===== src/rtl/uart_rx_fifo_pkg.sv =====
// ============================================================================
//  Module   : uart_rx_fifo_pkg
//  Purpose  : Register map, STATUS bit positions and receiver state encodings
//             shared by the UART receive path.
//  Revision : 1.0 - initial release
// ============================================================================
`default_nettype none

package uart_rx_fifo_pkg;

  localparam logic [31:0] REG_DATA_OFF   = 32'h0000_0000;
  localparam logic [31:0] REG_STATUS_OFF = 32'h0000_0004;
  // Only address bit 2 distinguishes the two registers.
  localparam logic [31:0] REG_SEL_MASK   = 32'h0000_0004;

  localparam int STAT_NOT_EMPTY = 0;
  localparam int STAT_FULL      = 1;
  localparam int STAT_OVR       = 2;
  localparam int STAT_FERR      = 3;
  localparam int STAT_PERR      = 4;
  localparam int STAT_COUNT_LSB = 8;

  typedef enum logic [2:0] {
    S_IDLE  = 3'd0,
    S_START = 3'd1,
    S_DATA  = 3'd2,
    S_STOP  = 3'd3,
    S_BREAK = 3'd4,
    S_DATA2 = 3'd5
  } rx_state_e;

endpackage

`default_nettype wire


===== src/rtl/sync_fifo.sv =====
// ============================================================================
//  Module   : sync_fifo
//  Purpose  : Single-clock first-word fall-through FIFO; a push into a full
//             FIFO is accepted only when a pop happens in the same cycle.
//  Revision : 1.0 - initial release
// ============================================================================
`default_nettype none

module sync_fifo #(
  parameter int WIDTH = 8,
  parameter int DEPTH = 16
) (
  input  logic                     clk,
  input  logic                     reset,
  input  logic                     push,
  input  logic [WIDTH-1:0]         din,
  input  logic                     pop,
  output logic [WIDTH-1:0]         dout,
  output logic                     empty,
  output logic                     full,
  output logic [$clog2(DEPTH):0]   count
);

  localparam int c_aw = $clog2(DEPTH);

  logic [WIDTH-1:0] mem_q [DEPTH];
  logic [c_aw-1:0]  wr_ptr_q;
  logic [c_aw-1:0]  rd_ptr_q;
  logic [c_aw:0]    count_q;
  logic             w_do_push;
  logic             w_do_pop;

  assign empty = (count_q == '0);
  assign full  = (count_q == (c_aw+1)'(DEPTH));
  assign count = count_q;
  assign dout  = mem_q[rd_ptr_q];

  assign w_do_pop  = pop && !empty;
  assign w_do_push = push && (!full || w_do_pop);

  always_ff @(posedge clk) begin
    if (w_do_push) begin
      mem_q[wr_ptr_q] <= din;
    end
  end

  always_ff @(posedge clk) begin
    if (reset) begin
      wr_ptr_q <= '0;
      rd_ptr_q <= '0;
      count_q  <= '0;
    end else begin
      if (w_do_push) begin
        wr_ptr_q <= wr_ptr_q + 1'b1;
      end
      if (w_do_pop) begin
        rd_ptr_q <= rd_ptr_q + 1'b1;
      end
      if (w_do_push && !w_do_pop) begin
        count_q <= count_q + 1'b1;
      end else if (w_do_pop && !w_do_push) begin
        count_q <= count_q - 1'b1;
      end
    end
  end

endmodule

`default_nettype wire


===== src/rtl/uart_rx_fifo.sv =====
// ============================================================================
//  Module   : uart_rx_fifo
//  Purpose  : Memory-mapped UART receiver (8N1, or 8E1 when UART_RX_PARITY_EN
//             is defined) feeding a receive FIFO read through DATA/STATUS.
//  Revision : 1.0 - initial release
// ============================================================================
`default_nettype none

module uart_rx_fifo
  import uart_rx_fifo_pkg::*;
#(
  parameter int CLK_HZ     = 100000000,
  parameter int BAUD       = 115200,
  parameter int FIFO_DEPTH = 16
) (
  input  logic        clk,
  input  logic        reset,
  input  logic        enable,
  input  logic        mem_valid,
  output logic        mem_ready,
  input  logic        mem_instr,
  input  logic [31:0] mem_addr,
  input  logic [3:0]  mem_wstrb,
  input  logic [31:0] mem_wdata,
  output logic [31:0] mem_rdata,
  input  logic        rx
);

  localparam int c_clks_per_bit = CLK_HZ / BAUD;
  localparam int c_cnt_w        = $clog2(c_clks_per_bit);
  localparam int c_count_w      = $clog2(FIFO_DEPTH) + 1;
  localparam logic [c_cnt_w-1:0] c_cnt_full = c_cnt_w'(c_clks_per_bit - 1);
  localparam logic [c_cnt_w-1:0] c_cnt_half = c_cnt_w'(c_clks_per_bit / 2 - 1);

  logic                 rx_meta_q;
  logic                 rx_sync_q;
  rx_state_e            state_q;
  logic [c_cnt_w-1:0]   cnt_q;
  logic [2:0]           bit_idx_q;
  logic [7:0]           shift_q;
  logic                 push_q;
  logic                 ferr_set_q;
  logic                 mem_ready_q;
  logic [31:0]          rdata_q;
  logic [31:0]          rdata_d;
  logic                 ovr_q;
  logic                 ovr_d;
  logic                 ferr_q;
  logic                 ferr_d;
  logic                 w_perr;

  logic [7:0]           w_dout;
  logic                 w_empty;
  logic                 w_full;
  logic [c_count_w-1:0] w_count;
  logic [31:0]          w_reg_off;
  logic                 w_sel_data;
  logic                 w_sel_status;
  logic                 w_accept;
  logic                 w_write;
  logic                 w_pop;
  logic                 w_clr_en;
  logic                 w_set_ovr;
  logic [31:0]          w_status;
  logic                 w_unused_ok;

  always_ff @(posedge clk) begin
    if (reset) begin
      rx_meta_q <= 1'b1;
      rx_sync_q <= 1'b1;
    end else begin
      rx_meta_q <= rx;
      rx_sync_q <= rx_meta_q;
    end
  end

`ifdef UART_RX_PARITY_EN
  logic par_bad_q;
  logic perr_set_q;
  logic perr_q;
  logic perr_d;
`endif

  // Receiver FSM: every sample is taken when the bit counter reaches zero.
  always_ff @(posedge clk) begin
    if (reset) begin
      state_q    <= S_IDLE;
      cnt_q      <= '0;
      bit_idx_q  <= '0;
      shift_q    <= '0;
      push_q     <= 1'b0;
      ferr_set_q <= 1'b0;
`ifdef UART_RX_PARITY_EN
      par_bad_q  <= 1'b0;
      perr_set_q <= 1'b0;
`endif
    end else begin
      push_q     <= 1'b0;
      ferr_set_q <= 1'b0;
`ifdef UART_RX_PARITY_EN
      perr_set_q <= 1'b0;
`endif
      case (state_q)
        S_IDLE: begin
          if (!rx_sync_q) begin
            cnt_q   <= c_cnt_half;
            state_q <= S_START;
          end
        end
        S_START: begin
          if (cnt_q == '0) begin
            if (!rx_sync_q) begin
              bit_idx_q <= '0;
              cnt_q     <= c_cnt_full;
              state_q   <= S_DATA;
`ifdef UART_RX_PARITY_EN
              par_bad_q <= 1'b0;
`endif
            end else begin
              state_q <= S_IDLE;
            end
          end else begin
            cnt_q <= cnt_q - 1'b1;
          end
        end
        S_DATA: begin
          if (cnt_q == '0) begin
            shift_q <= {rx_sync_q, shift_q[7:1]};
            cnt_q   <= c_cnt_full;
            if (bit_idx_q == 3'd7) begin
`ifdef UART_RX_PARITY_EN
              state_q <= S_DATA2;
`else
              state_q <= S_STOP;
`endif
            end else begin
              bit_idx_q <= bit_idx_q + 1'b1;
            end
          end else begin
            cnt_q <= cnt_q - 1'b1;
          end
        end
`ifdef UART_RX_PARITY_EN
        S_DATA2: begin
          if (cnt_q == '0) begin
            par_bad_q  <= ^{shift_q, rx_sync_q};
            perr_set_q <= ^{shift_q, rx_sync_q};
            cnt_q      <= c_cnt_full;
            state_q    <= S_STOP;
          end else begin
            cnt_q <= cnt_q - 1'b1;
          end
        end
`endif
        S_STOP: begin
          if (cnt_q == '0) begin
            if (rx_sync_q) begin
`ifdef UART_RX_PARITY_EN
              push_q <= !par_bad_q;
`else
              push_q <= 1'b1;
`endif
              state_q <= S_IDLE;
            end else begin
              ferr_set_q <= 1'b1;
              state_q    <= S_BREAK;
            end
          end else begin
            cnt_q <= cnt_q - 1'b1;
          end
        end
        S_BREAK: begin
          if (rx_sync_q) begin
            state_q <= S_IDLE;
          end
        end
        default: state_q <= S_IDLE;
      endcase
    end
  end

  sync_fifo #(
    .WIDTH (8),
    .DEPTH (FIFO_DEPTH)
  ) u_fifo (
    .clk   (clk),
    .reset (reset),
    .push  (push_q),
    .din   (shift_q),
    .pop   (w_pop),
    .dout  (w_dout),
    .empty (w_empty),
    .full  (w_full),
    .count (w_count)
  );

  assign w_reg_off    = mem_addr & REG_SEL_MASK;
  assign w_sel_data   = (w_reg_off == REG_DATA_OFF);
  assign w_sel_status = (w_reg_off == REG_STATUS_OFF);
  assign w_accept     = enable && mem_valid && !mem_ready_q;
  assign w_write      = |mem_wstrb;
  assign w_pop        = w_accept && w_sel_data && !w_write && !w_empty;
  assign w_clr_en     = w_accept && w_sel_status && mem_wstrb[0];
  // A pop in the same cycle makes room, so only an unrelieved full is an overrun.
  assign w_set_ovr    = push_q && w_full && !w_pop;

  assign ovr_d  = w_set_ovr  | (ovr_q  & ~(w_clr_en & mem_wdata[STAT_OVR]));
  assign ferr_d = ferr_set_q | (ferr_q & ~(w_clr_en & mem_wdata[STAT_FERR]));

`ifdef UART_RX_PARITY_EN
  assign perr_d = perr_set_q | (perr_q & ~(w_clr_en & mem_wdata[STAT_PERR]));
  assign w_perr = perr_q;

  always_ff @(posedge clk) begin
    if (reset) begin
      perr_q <= 1'b0;
    end else begin
      perr_q <= perr_d;
    end
  end

  assign w_unused_ok = &{1'b0, mem_instr, mem_wdata[31:5], mem_wdata[1:0]};
`else
  assign w_perr      = 1'b0;
  assign w_unused_ok = &{1'b0, mem_instr, mem_wdata[31:STAT_PERR], mem_wdata[1:0]};
`endif

  always_comb begin
    w_status                       = '0;
    w_status[STAT_NOT_EMPTY]       = !w_empty;
    w_status[STAT_FULL]            = w_full;
    w_status[STAT_OVR]             = ovr_q;
    w_status[STAT_FERR]            = ferr_q;
    w_status[STAT_PERR]            = w_perr;
    w_status[STAT_COUNT_LSB +: 8]  = 8'(w_count);
  end

  always_comb begin
    rdata_d = '0;
    if (w_accept && !w_write) begin
      if (w_sel_data) begin
        rdata_d = {24'b0, (w_empty ? 8'h00 : w_dout)};
      end else begin
        rdata_d = w_status;
      end
    end
  end

  always_ff @(posedge clk) begin
    if (reset) begin
      mem_ready_q <= 1'b0;
      rdata_q     <= '0;
      ovr_q       <= 1'b0;
      ferr_q      <= 1'b0;
    end else begin
      mem_ready_q <= w_accept;
      rdata_q     <= rdata_d;
      ovr_q       <= ovr_d;
      ferr_q      <= ferr_d;
    end
  end

  assign mem_ready = mem_ready_q;
  assign mem_rdata = rdata_q;

endmodule

`default_nettype wire


===== config.mk =====
export PLATFORM = sky130hd
export DESIGN_NAME = uart_rx_fifo
export DESIGN_NICKNAME = d
export VERILOG_FILES = /design/src/rtl/uart_rx_fifo_pkg.sv /design/src/rtl/sync_fifo.sv /design/src/rtl/uart_rx_fifo.sv
export SDC_FILE = /design/constraint.sdc
export NUM_CORES = 1
export LEC_CHECK = 0
export CELL_PAD_IN_SITES_DETAIL_PLACEMENT = 0
export CELL_PAD_IN_SITES_GLOBAL_PLACEMENT = 1
export CORE_ASPECT_RATIO = 0.6
export CORE_MARGIN = 2
export CORE_UTILIZATION = 35
export DETAILED_ROUTE_END_ITERATION = 8
export PLACE_DENSITY_LB_ADDON = 0.25
export SLEW_MARGIN = 20
export SYNTH_ARGS = -nofsm -noshare
export SYNTH_HDL_FRONTEND = slang
export SYNTH_HIERARCHICAL = 1
export SYNTH_SLANG_ARGS = --single-unit

===== constraint.sdc =====
create_clock -name clk -period 3.85 [get_ports clk]
set_input_delay 0.77 -clock clk [delete_from_list [all_inputs] [get_ports clk]]
set_output_delay 0.77 -clock clk [all_outputs]
set_load 0.01 [all_outputs]

==> run_results.csv, run 1 <==
group,metric,value,unit
run_status,outcome,"complete, no violations",
setup_path,path_delay_family,"buffers and inverters",
clocking,cts_buffers,17,
clocking,insertion_delay,0.43,ns
setup_path,end_kind,"flop",
placed_design,dp_slack,-0.04359,ns
grt,grt_start_max_net_pins,37,
routing,wirelength,16410,µm
clocking,clockBufferDepth,2,
floorplanning,io_pins,107,
clocking,postCtsSetupBuffers,0,
finish,syn_to_final_growth,14.98,%
finish,num-fill-cells,2011,
floorplanning,num_rows,42,
timing,whs,0.4095,ns
grt,grt_overflow,0,
timing,worst_slack,0.3616,ns
routing,num_vias,4489,
clocking,postCtsResizedCells,0,
timing,finalSetupViolCount,0,
power,p_per_area,450.2,nW/µm²
synthesis,netlist_instances,541,
routing,via_per_inst,5.072,
timing,maxSlewHeadroom,0.3651,
clocking,cts_max_level,4,
synthesis,ys.flop_type,"edfxtp_1",
clocking,cts_root_buf,"clkbuf_16",
placed_design,globalplace.congestion,0.8102,
synthesis,ys_warn_count,6,
routing,route.detailed.wl_per_inst,18.54,µm
finish,finalInstanceArea,9045,µm²
timing,finalCritPeriodShare,0.9061,
power,finalPower,4.072,mW
timing,tns,0,ns
timing,skew,0.008940,ns
floorplanning,core,22070,µm²
setup_path,path_cells,"clkdlybuf4s50_1 > or4_1 > nor4_2 > buf_4 > o31ai_4 > inv_1 > ha_1 > inv_1 > ha_1 > a21oi_1 > a211oi_1 > a31oi_1 > mux2_2",
placed_design,placed_area,8467,µm²
routing,drc,0,
synthesis,synth_edf_count,128,
power,p_leak,3.157,nW
finish,final_cell_mix,"128 x edfxtp_1, 63 x nor2_1, 60 x dfxtp_1",
synthesis,syn_area,7866,µm²
worst_hold_path,worstHoldPathType,"reg2reg",
finish,nets,674,
grt,grt_pass1_vias,4401,
finish,n_antenna_cell,0,
setup_path,arrival,3.80,ns
synthesis,synth_cell_types,67,
routing,first_pass_iters,5,
grt,grt_antenna_before_repair,0,
synthesis,postSynth.asyncResetShare,0,
setup_path,startpoint_type,"primary input",
synthesis,syn_area_per_cell,14.54,µm²
timing,period_minus_slack,3.488,ns
setup_path,critPathMaxStageDelay,0.56,ns
floorplanning,start_util,0.3564,
clocking,cts.sinks,189,
placed_design,post-dp-hpwl,11100,µm
finish,layout_commonest_cell,"edfxtp_1",
clocking,cts_tree,"built",
floorplanning,die_area,23730,µm²
setup_path,slowest_stage,"or4_1",
routing,drt_iter0_markers,307,
clocking,clk_pin_slew,0.06,ns
setup_path,worstSetupPathType,"in2reg",
clocking,cts_hold_buf,0,
flow_run,cap_violations,0,
floorplanning,dieWidth,197.5,µm
synthesis,seq_area_frac_synth,0.6439,
setup_path,cp.required,4.17,ns
timing,tightestPinTransition,0.9523,ns
timing,rsz0062_at_grt,"false",
setup_path,critPathBufInv,4,
grt,grt_pass1_wl,25450,µm
placed_design,io_buffer_count,25,
floorplanning,die_h,120.1,µm
timing,maxSlewViolCount,0,
power,ir_drop,265.7,µV
finish,utilization,0.4098,
setup_path,worstPathMaxFanout,5,
finish,drive_above_1_share,0.1903,
grt,track_usage,0.1475,
timing,hold_violations,0,
routing,ant_nets,0,
timing,max_freq,0.2867,GHz
finish,fin_cells,885,
synthesis,postSynthRegisterBits,189,
placed_design,dp.cells,853,
-- cell type report --
| type | count | area, µm² | share of cell area |
|---|---|---|---|
| tap | 286 | 357.8 | 0.03956 |
| sequential | 189 | 5066 | 0.5601 |
| clock inverter | 8 | 52.55 | 0.005810 |
| clock buffer | 24 | 525.5 | 0.05810 |
| timing repair buffer | 51 | 440.4 | 0.04869 |
| inverter | 13 | 48.80 | 0.005395 |
| multi-input combinational | 314 | 2554 | 0.2823 |
-- final timing paths --
kind,startpoint,endpoint,slack [ns],cells after the start
worst min-delay path,rx_meta_q,rx_sync_q,0.41,1
worst max-delay path,mem_wstrb[1],u_fifo/count[4],0.36,13
worst min register to register,rx_meta_q,rx_sync_q,0.41,1
worst max register to register,u_fifo/count[0],u_fifo/count[4],0.44,13
-- cells in the mapped netlist, types with 3 or more instances --
cell type / number / area share
or2_2: 4 / 0.0032
ha_1: 13 / 0.021
dfxtp_1: 61 / 0.16
a22o_1: 3 / 0.0033
nor4_1: 4 / 0.0032
nand2_1: 21 / 0.010
nor3_1: 9 / 0.0057
and3_1: 3 / 0.0024
clkbuf_1: 14 / 0.0067
a211oi_1: 3 / 0.0029
nand2b_1: 3 / 0.0024
a31oi_1: 3 / 0.0024
o21ai_0: 10 / 0.0064
inv_1: 13 / 0.0062
xor2_1: 5 / 0.0056
buf_2: 3 / 0.0019
nor2b_1: 3 / 0.0024
nor2_1: 63 / 0.030
a21oi_1: 16 / 0.010
edfxtp_1: 128 / 0.49
a311oi_1: 4 / 0.0045
and2_1: 10 / 0.0080
nand3_2: 4 / 0.0051
mux4_2: 32 / 0.092
buf_4: 19 / 0.018
nand3_1: 4 / 0.0025
mux2i_1: 13 / 0.017
a22oi_1: 19 / 0.018
or3_1: 3 / 0.0024
-- routing by layer --
layer	vias to the layer above	GRT usage	share of wire
met5	-	0	0
met3	6	0.04216	0.042
met4	0	0.03806	0.0040
li1	2117	-	-
met1	2288	0.2197	0.51
met2	78	0.2099	0.44
-- sequential cells by signal, indices dropped and copies added, names as in the netlist, 3 cells and up, named ones only --
signal           cells
u_fifo/wr_ptr_q      4
cnt_q               10
state_q              3
mem_rdata           13
shift_q              8
bit_idx_q            3
u_fifo/rd_ptr_q      4
u_fifo/mem_q       128
u_fifo/count         5
-- kinds of logic after synthesis --
family,after synthesis,share of synthesized area
xor gates and xnor gates,7,0.007794
and+or+nand+nor,150,0.1015
buffers and inverters,56,0.04088
AOI/OAI and AO/OA,78,0.07269
muxes,46,0.1096
adders and majority gates,14,0.02322
DFF,189,0.6439
other,1,0.0004767
-- power by group --
group	internal, mW	switching (mW)
combinational	0.0765	0.125
clock	0.961	0.733
sequential	2.15	0.0218
Note: power is estimated with default switching activity, not from simulation.
==> inputs of run 2 (changes only) <==
CORE_MARGIN = 8   (was 2)
REMOVE_ABC_BUFFERS = 1   (was default)
SETUP_SLACK_MARGIN = 0.1   (was default)
==> run 2 against run 1 <==
Compared with the run above:
- register-to-register slack improved by 0.06 ns
- power up 3.9%
- final cell count rose by 0.11%
- non-clock buffer count increased by 1
- highest routed layer unchanged
- via count is 1.0% lower
- die area increased by 17%
==> run_results.csv, run 2 (synthesis results as in run 1) <==
group,metric,value,unit
clocking,cts_root_buf,"clkbuf_16",
power,internal_power,3.326,mW
setup_path,r2r_setup_slack,0.50,ns
clocking,insertion_delay,0.43,ns
routing,drt_iter0_markers,212,
timing,period_minus_slack,3.455,ns
power,p_per_area,465.1,nW/µm²
clocking,cts_tree,"built",
clocking,cts.sinks,189,
power,power_frac_seq,0.514,
power,netSwitchingFraction,0.2137,
routing,ant_nets,0,
setup_path,end_kind,"flop",
setup_path,regToRegEndpoint,"u_fifo/count[4]",
grt,grt_pass1_vias,4573,
grt,track_usage,0.1194,
routing,m1WireLength,8431,µm
finish,finalInstanceArea,9095,µm²
power,ir_drop,336.5,µV
power,finalPower,4.230,mW
setup_path,worstSetupPathType,"in2reg",
power,clkPwrFrac,0.439,
power,power.switching,904.1,µW
timing,hold_violations,0,
setup_path,startpoint_type,"primary input",
setup_path,cp.required,4.17,ns
floorplanning,io_pins,107,
placed_design,globalplace.congestion,0.7956,
timing,finalCritPeriodShare,0.8974,
timing,maxSlewViolCount,0,
finish,fin_cells,886,
floorplanning,die_area,27690,µm²
finish,utilization,0.4121,
clocking,postCtsResizedCells,0,
routing,wirelength,15970,µm
clocking,cts_buffers,17,
worst_hold_path,min_path_cells,1,
finish,layout_commonest_cell,"edfxtp_1",
finish,largest_reg_flops,128,
timing,max_freq,0.2895,GHz
routing,wl_met3,811,µm
placed_design,post-dp-hpwl,11030,µm
finish,n_antenna_cell,0,
setup_path,arrival,3.78,ns
clocking,cts_max_level,4,
setup_path,worstPathMaxFanout,5,
routing,via_per_inst,5.015,
worst_hold_path,worstHoldEndpoint,"rx_sync_q",
timing,rsz0062_at_grt,"false",
clocking,cts_hold_buf,0,
grt,grt_start_max_net_pins,26,
clocking,clk_pin_slew,0.07,ns
routing,route.detailed.wl_per_inst,18.02,µm
worst_hold_path,worstHoldPathType,"reg2reg",
placed_design,dp.cells,854,
finish,nets,675,
setup_path,rr_startpoint,"u_fifo/count[0]",
power,p_leak,3.165,nW
timing,tightestPinTransition,0.9702,ns
routing,num_vias,4443,
setup_path,reg2reg_depth,13,
power,combinationalPowerShare,0.047,
routing,top_layer_used,"met4",
timing,finalSetupViolCount,0,
floorplanning,dieWidth,209.5,µm
floorplanning,num_rows,42,
finish,final_cell_mix,"128 x edfxtp_1, 63 x nor2_1, 60 x dfxtp_1",
finish,drive_above_1_share,0.1933,
grt,grt_pass1_wl,25470,µm
run_status,outcome,"complete, no violations",
floorplanning,start_util,0.3564,
placed_design,io_buffer_count,25,
floorplanning,die_h,132.1,µm
grt,grt_overflow,0,
worst_hold_path,hp-start,"rx_meta_q",
clocking,postCtsSetupBuffers,0,
finish,top_register,"u_fifo/mem_q",
routing,wl_met2,6601,µm
grt,grt_antenna_before_repair,0,
clocking,clockBufferDepth,2,
timing,maxSlewHeadroom,0.3523,
timing,skew,0.008881,ns
finish,syn_to_final_growth,15.62,%
routing,first_pass_iters,5,
floorplanning,core,22070,µm²
routing,drc,0,
flow_run,cap_violations,0,
placed_design,placed_area,8474,µm²
-- run 2: changes by cell type in the layout (fill, tap and decap cells not counted), moves of 2 or more --
| cell | before | now |
|---|---|---|
| bufinv_16 | 0 | 4 |
| clkbuf_16 | 20 | 17 |
| clkinvlp_4 | 0 | 2 |
| inv_4 | 2 | 0 |
| inv_6 | 1 | 4 |
-- run 2: routing by layer --
metal | vias up | GRT usage
li1 | 2117 | -
met1 | 2217 | 0.1769
met2 | 99 | 0.1638
met3 | 10 | 0.03466
met4 | 0 | 0.03744
met5 | - | 0
-- run 2: metrics by stage --
stage          hold WS, ns   TNS (ns)  setup slack (ns)
2_1_floorplan       0.3895    -0.4195           -0.2277
3_3_place_gp        0.3991  -0.005940         -0.005940
3_5_place_dp        0.3988   -0.04601          -0.04601
4_1_cts             0.4149          0            0.4142
5_1_grt             0.4404          0            0.2057
6_report            0.4147          0            0.3952
-- run 2: worst max-delay path by stage --
stage                 start              end  slack (ns)
2_1_floorplan  mem_wstrb[1]  u_fifo/count[4]       -0.23
3_3_place_gp   mem_wstrb[0]  u_fifo/count[4]      -0.006
3_5_place_dp   mem_wstrb[0]  u_fifo/count[4]       -0.05
4_1_cts        mem_wstrb[0]  u_fifo/count[4]        0.41
5_1_grt        mem_wstrb[0]  u_fifo/count[4]        0.21
6_report       mem_wstrb[0]  u_fifo/count[4]        0.40
-- run 2: area by class of cell --
| type | count | area, µm² |
|---|---|---|
| Timing Repair Buffer | 52 | 447.9 |
| Fill cell | 2042 | 12980 |
| Clock buffer | 20 | 436.7 |
| Inverter | 13 | 48.80 |
| Multi-Input combinational cell | 314 | 2554 |
| Clock inverter | 12 | 183.9 |
| Sequential cell | 189 | 5066 |
| Tap cell | 286 | 357.8 |
-- run 2: power by group through the flow --
stage / logic [mW] / clock network [mW] / registers, mW
6_report: 0.198 / 1.86 / 2.18
5_1_grt: 0.223 / 1.99 / 2.18
2_1_floorplan: 0.141 / 0 / 2.21
3_5_place_dp: 0.195 / 0 / 2.22
4_1_cts: 0.197 / 1.91 / 2.17
3_3_place_gp: 0.195 / 0 / 2.22
-- run 2: worst max-delay path, cell delays in order --
cell and delay [ns]:
clkdlybuf4s50_1 0.42, or4_1 0.56, nor4_2 0.24, buf_4 0.20
o31ai_4 0.07, inv_1 0.09, ha_1 0.17, inv_1 0.11
ha_1 0.35, a21oi_1 0.19, a211oi_1 0.10, a31oi_1 0.17
mux2_2 0.34
==> inputs of run 3 (changes only) <==
SETUP_SLACK_MARGIN = 0.3   (was 0.1)
==> run 3 against run 2 <==
Compared with the run above:
- worst hold slack is essentially flat
- register-to-register slack gained 0.09 ns
- non-clock buffer count is the same
- count of clock-buffer cells in the layout stayed put
- routed wire length is 0.30% higher
- critical path type unchanged
- critical endpoint is now u_fifo/count[3]
==> run_results.csv, run 3 (synthesis results as in run 1) <==
group,metric,value,unit
routing,wirelength,16020,µm
timing,max_freq,0.2975,GHz
timing,maxSlewViolCount,0,
floorplanning,num_rows,42,
placed_design,post-dp-hpwl,11030,µm
timing,tns,0,ns
grt,top_usage_layer,"met1",
finish,syn_to_final_growth,15.86,%
setup_path,end_kind,"flop",
flow_run,cap_violations,0,
routing,drc,0,
routing,via_per_inst,5.033,
finish,layout_commonest_cell,"edfxtp_1",
grt,track_usage,0.1194,
clocking,cts_tree,"built",
clocking,cts_buffers,17,
floorplanning,core,22070,µm²
floorplanning,start_util,0.3564,
grt,grt_overflow,0,
finish,largest_reg_flops,128,
power,clkPwrFrac,0.439,
setup_path,cp.required,4.17,ns
clocking,cts_max_level,4,
finish,drive_above_1_share,0.2000,
setup_path,worstSetupPathType,"in2reg",
timing,whs,0.4147,ns
clocking,insertion_delay,0.43,ns
timing,finalSetupViolCount,0,
placed_design,globalplace.congestion,0.7956,
placed_design,io_buffer_count,25,
power,combinationalPowerShare,0.047,
timing,finalCritPeriodShare,0.8730,
setup_path,path_cells,"clkdlybuf4s50_1 > or4_1 > nor4_2 > buf_4 > o31ai_4 > inv_1 > ha_1 > inv_2 > ha_1 > a21o_1 > a21oi_1 > nor4_1 > or3_1",
setup_path,arrival,3.68,ns
run_status,outcome,"complete, no violations",
routing,route.detailed.wl_per_inst,18.08,µm
finish,final_cell_mix,"128 x edfxtp_1, 63 x nor2_1, 60 x dfxtp_1",
clocking,clk_pin_slew,0.07,ns
routing,drt_iter0_markers,217,
power,internal_power,3.326,mW
grt,use_met3,0.03466,
grt,grt_use_met1,0.1769,
power,p_leak,3.167,nW
floorplanning,die_area,27690,µm²
finish,top_register,"u_fifo/mem_q",
timing,skew,0.006498,ns
routing,num_vias,4459,
power,p_per_area,464.4,nW/µm²
setup_path,startpoint_type,"primary input",
setup_path,crit_top_cell,"ha_1",
floorplanning,die_h,132.1,µm
routing,ant_nets,0,
power,netSwitchingFraction,0.2141,
timing,tightestPinTransition,0.9574,ns
routing,first_pass_iters,4,
timing,hold_violations,0,
timing,period_minus_slack,3.361,ns
clocking,clockBufferDepth,2,
worst_hold_path,worstHoldPathType,"reg2reg",
setup_path,critPathMaxStageDelay,0.56,ns
timing,rsz0062_at_grt,"false",
timing,maxSlewHeadroom,0.3609,
power,finalPower,4.233,mW
grt,grt_pass1_wl,25470,µm
power,power.switching,906.2,µW
clocking,cts.sinks,189,
grt,grt_start_max_net_pins,26,
finish,num-fill-cells,2042,
finish,n_antenna_cell,0,
power,ir_drop,337.7,µV
finish,nets,675,
power,power_frac_seq,0.514,
grt,grt_antenna_before_repair,0,
grt,met2_usage,0.1638,
setup_path,worstPathMaxFanout,5,
floorplanning,dieWidth,209.5,µm
grt,grt_pass1_vias,4573,
clocking,cts_root_buf,"clkbuf_16",
floorplanning,io_pins,107,
setup_path,slowest_stage,"or4_1",
[run 3: cell counts in the layout (fill, tap and decap cells not counted)]
Identical to the previous run, type by type.
[run 3: worst paths after layout]
path	startpoint	endpoint	slack, ns	cells after the start
max	mem_wstrb[0]	u_fifo/count[3]	0.49	13
min	rx_meta_q	rx_sync_q	0.41	1
max reg2reg	u_fifo/count[0]	u_fifo/count[3]	0.59	13
min reg2reg	rx_meta_q	rx_sync_q	0.41	1
[run 3: power by group through the flow]
stage / logic, mW / clock network (mW) / registers, mW
final: 0.199 / 1.86 / 2.18
after global routing: 0.223 / 1.99 / 2.18
after CTS: 0.197 / 1.91 / 2.17
after detailed placement: 0.195 / 0 / 2.22
after global placement: 0.195 / 0 / 2.22
after floorplan: 0.141 / 0 / 2.21
[run 3: per-layer routing]
metal	wire length (µm)	part of all wire
met1	8614	0.54
met4	155	0.0097
met5	0	0
met3	644	0.040
met2	6603	0.41
[run 3: timing repair]
item / in CTS / in global routing
resized for setup: 0 / 4
setup buffers: 0 / 0
setup endpoints to repair: 0 / 1
hold endpoints to repair: 0 / 0
hold buffers: 0 / 0
[run 3: metrics by stage]
stage	utilization	setup slack [ns]	cells	cell area, µm²
finish	0.4129	0.4888	886	9114
global route	0.4129	0.3476	886	9114
CTS	0.4121	0.4142	886	9095
detailed placement	0.3840	-0.04601	854	8474
global placement	0.3840	-0.005940	854	8474
floorplan	-	-0.2277	516	7661
[run 3: final cells by class]
cell class | count | area, µm² | area share
Clock buffer | 20 | 436.7 | 0.04791
Clock inverter | 12 | 183.9 | 0.02018
Inverter | 13 | 48.80 | 0.005354
Multi-Input combinational cell | 314 | 2572 | 0.2823
Sequential cell | 189 | 5066 | 0.5559
Tap cell | 286 | 357.8 | 0.03926
Timing Repair Buffer | 52 | 447.9 | 0.04915
[run 3: critical path, delay by kind of cell]
family | cells | cell delay, ns
and+or+nand+nor | 4 | 1.23
buffers and inverters | 4 | 0.79
adders and majority gates | 2 | 0.45
AOI/OAI and AO/OA | 3 | 0.43
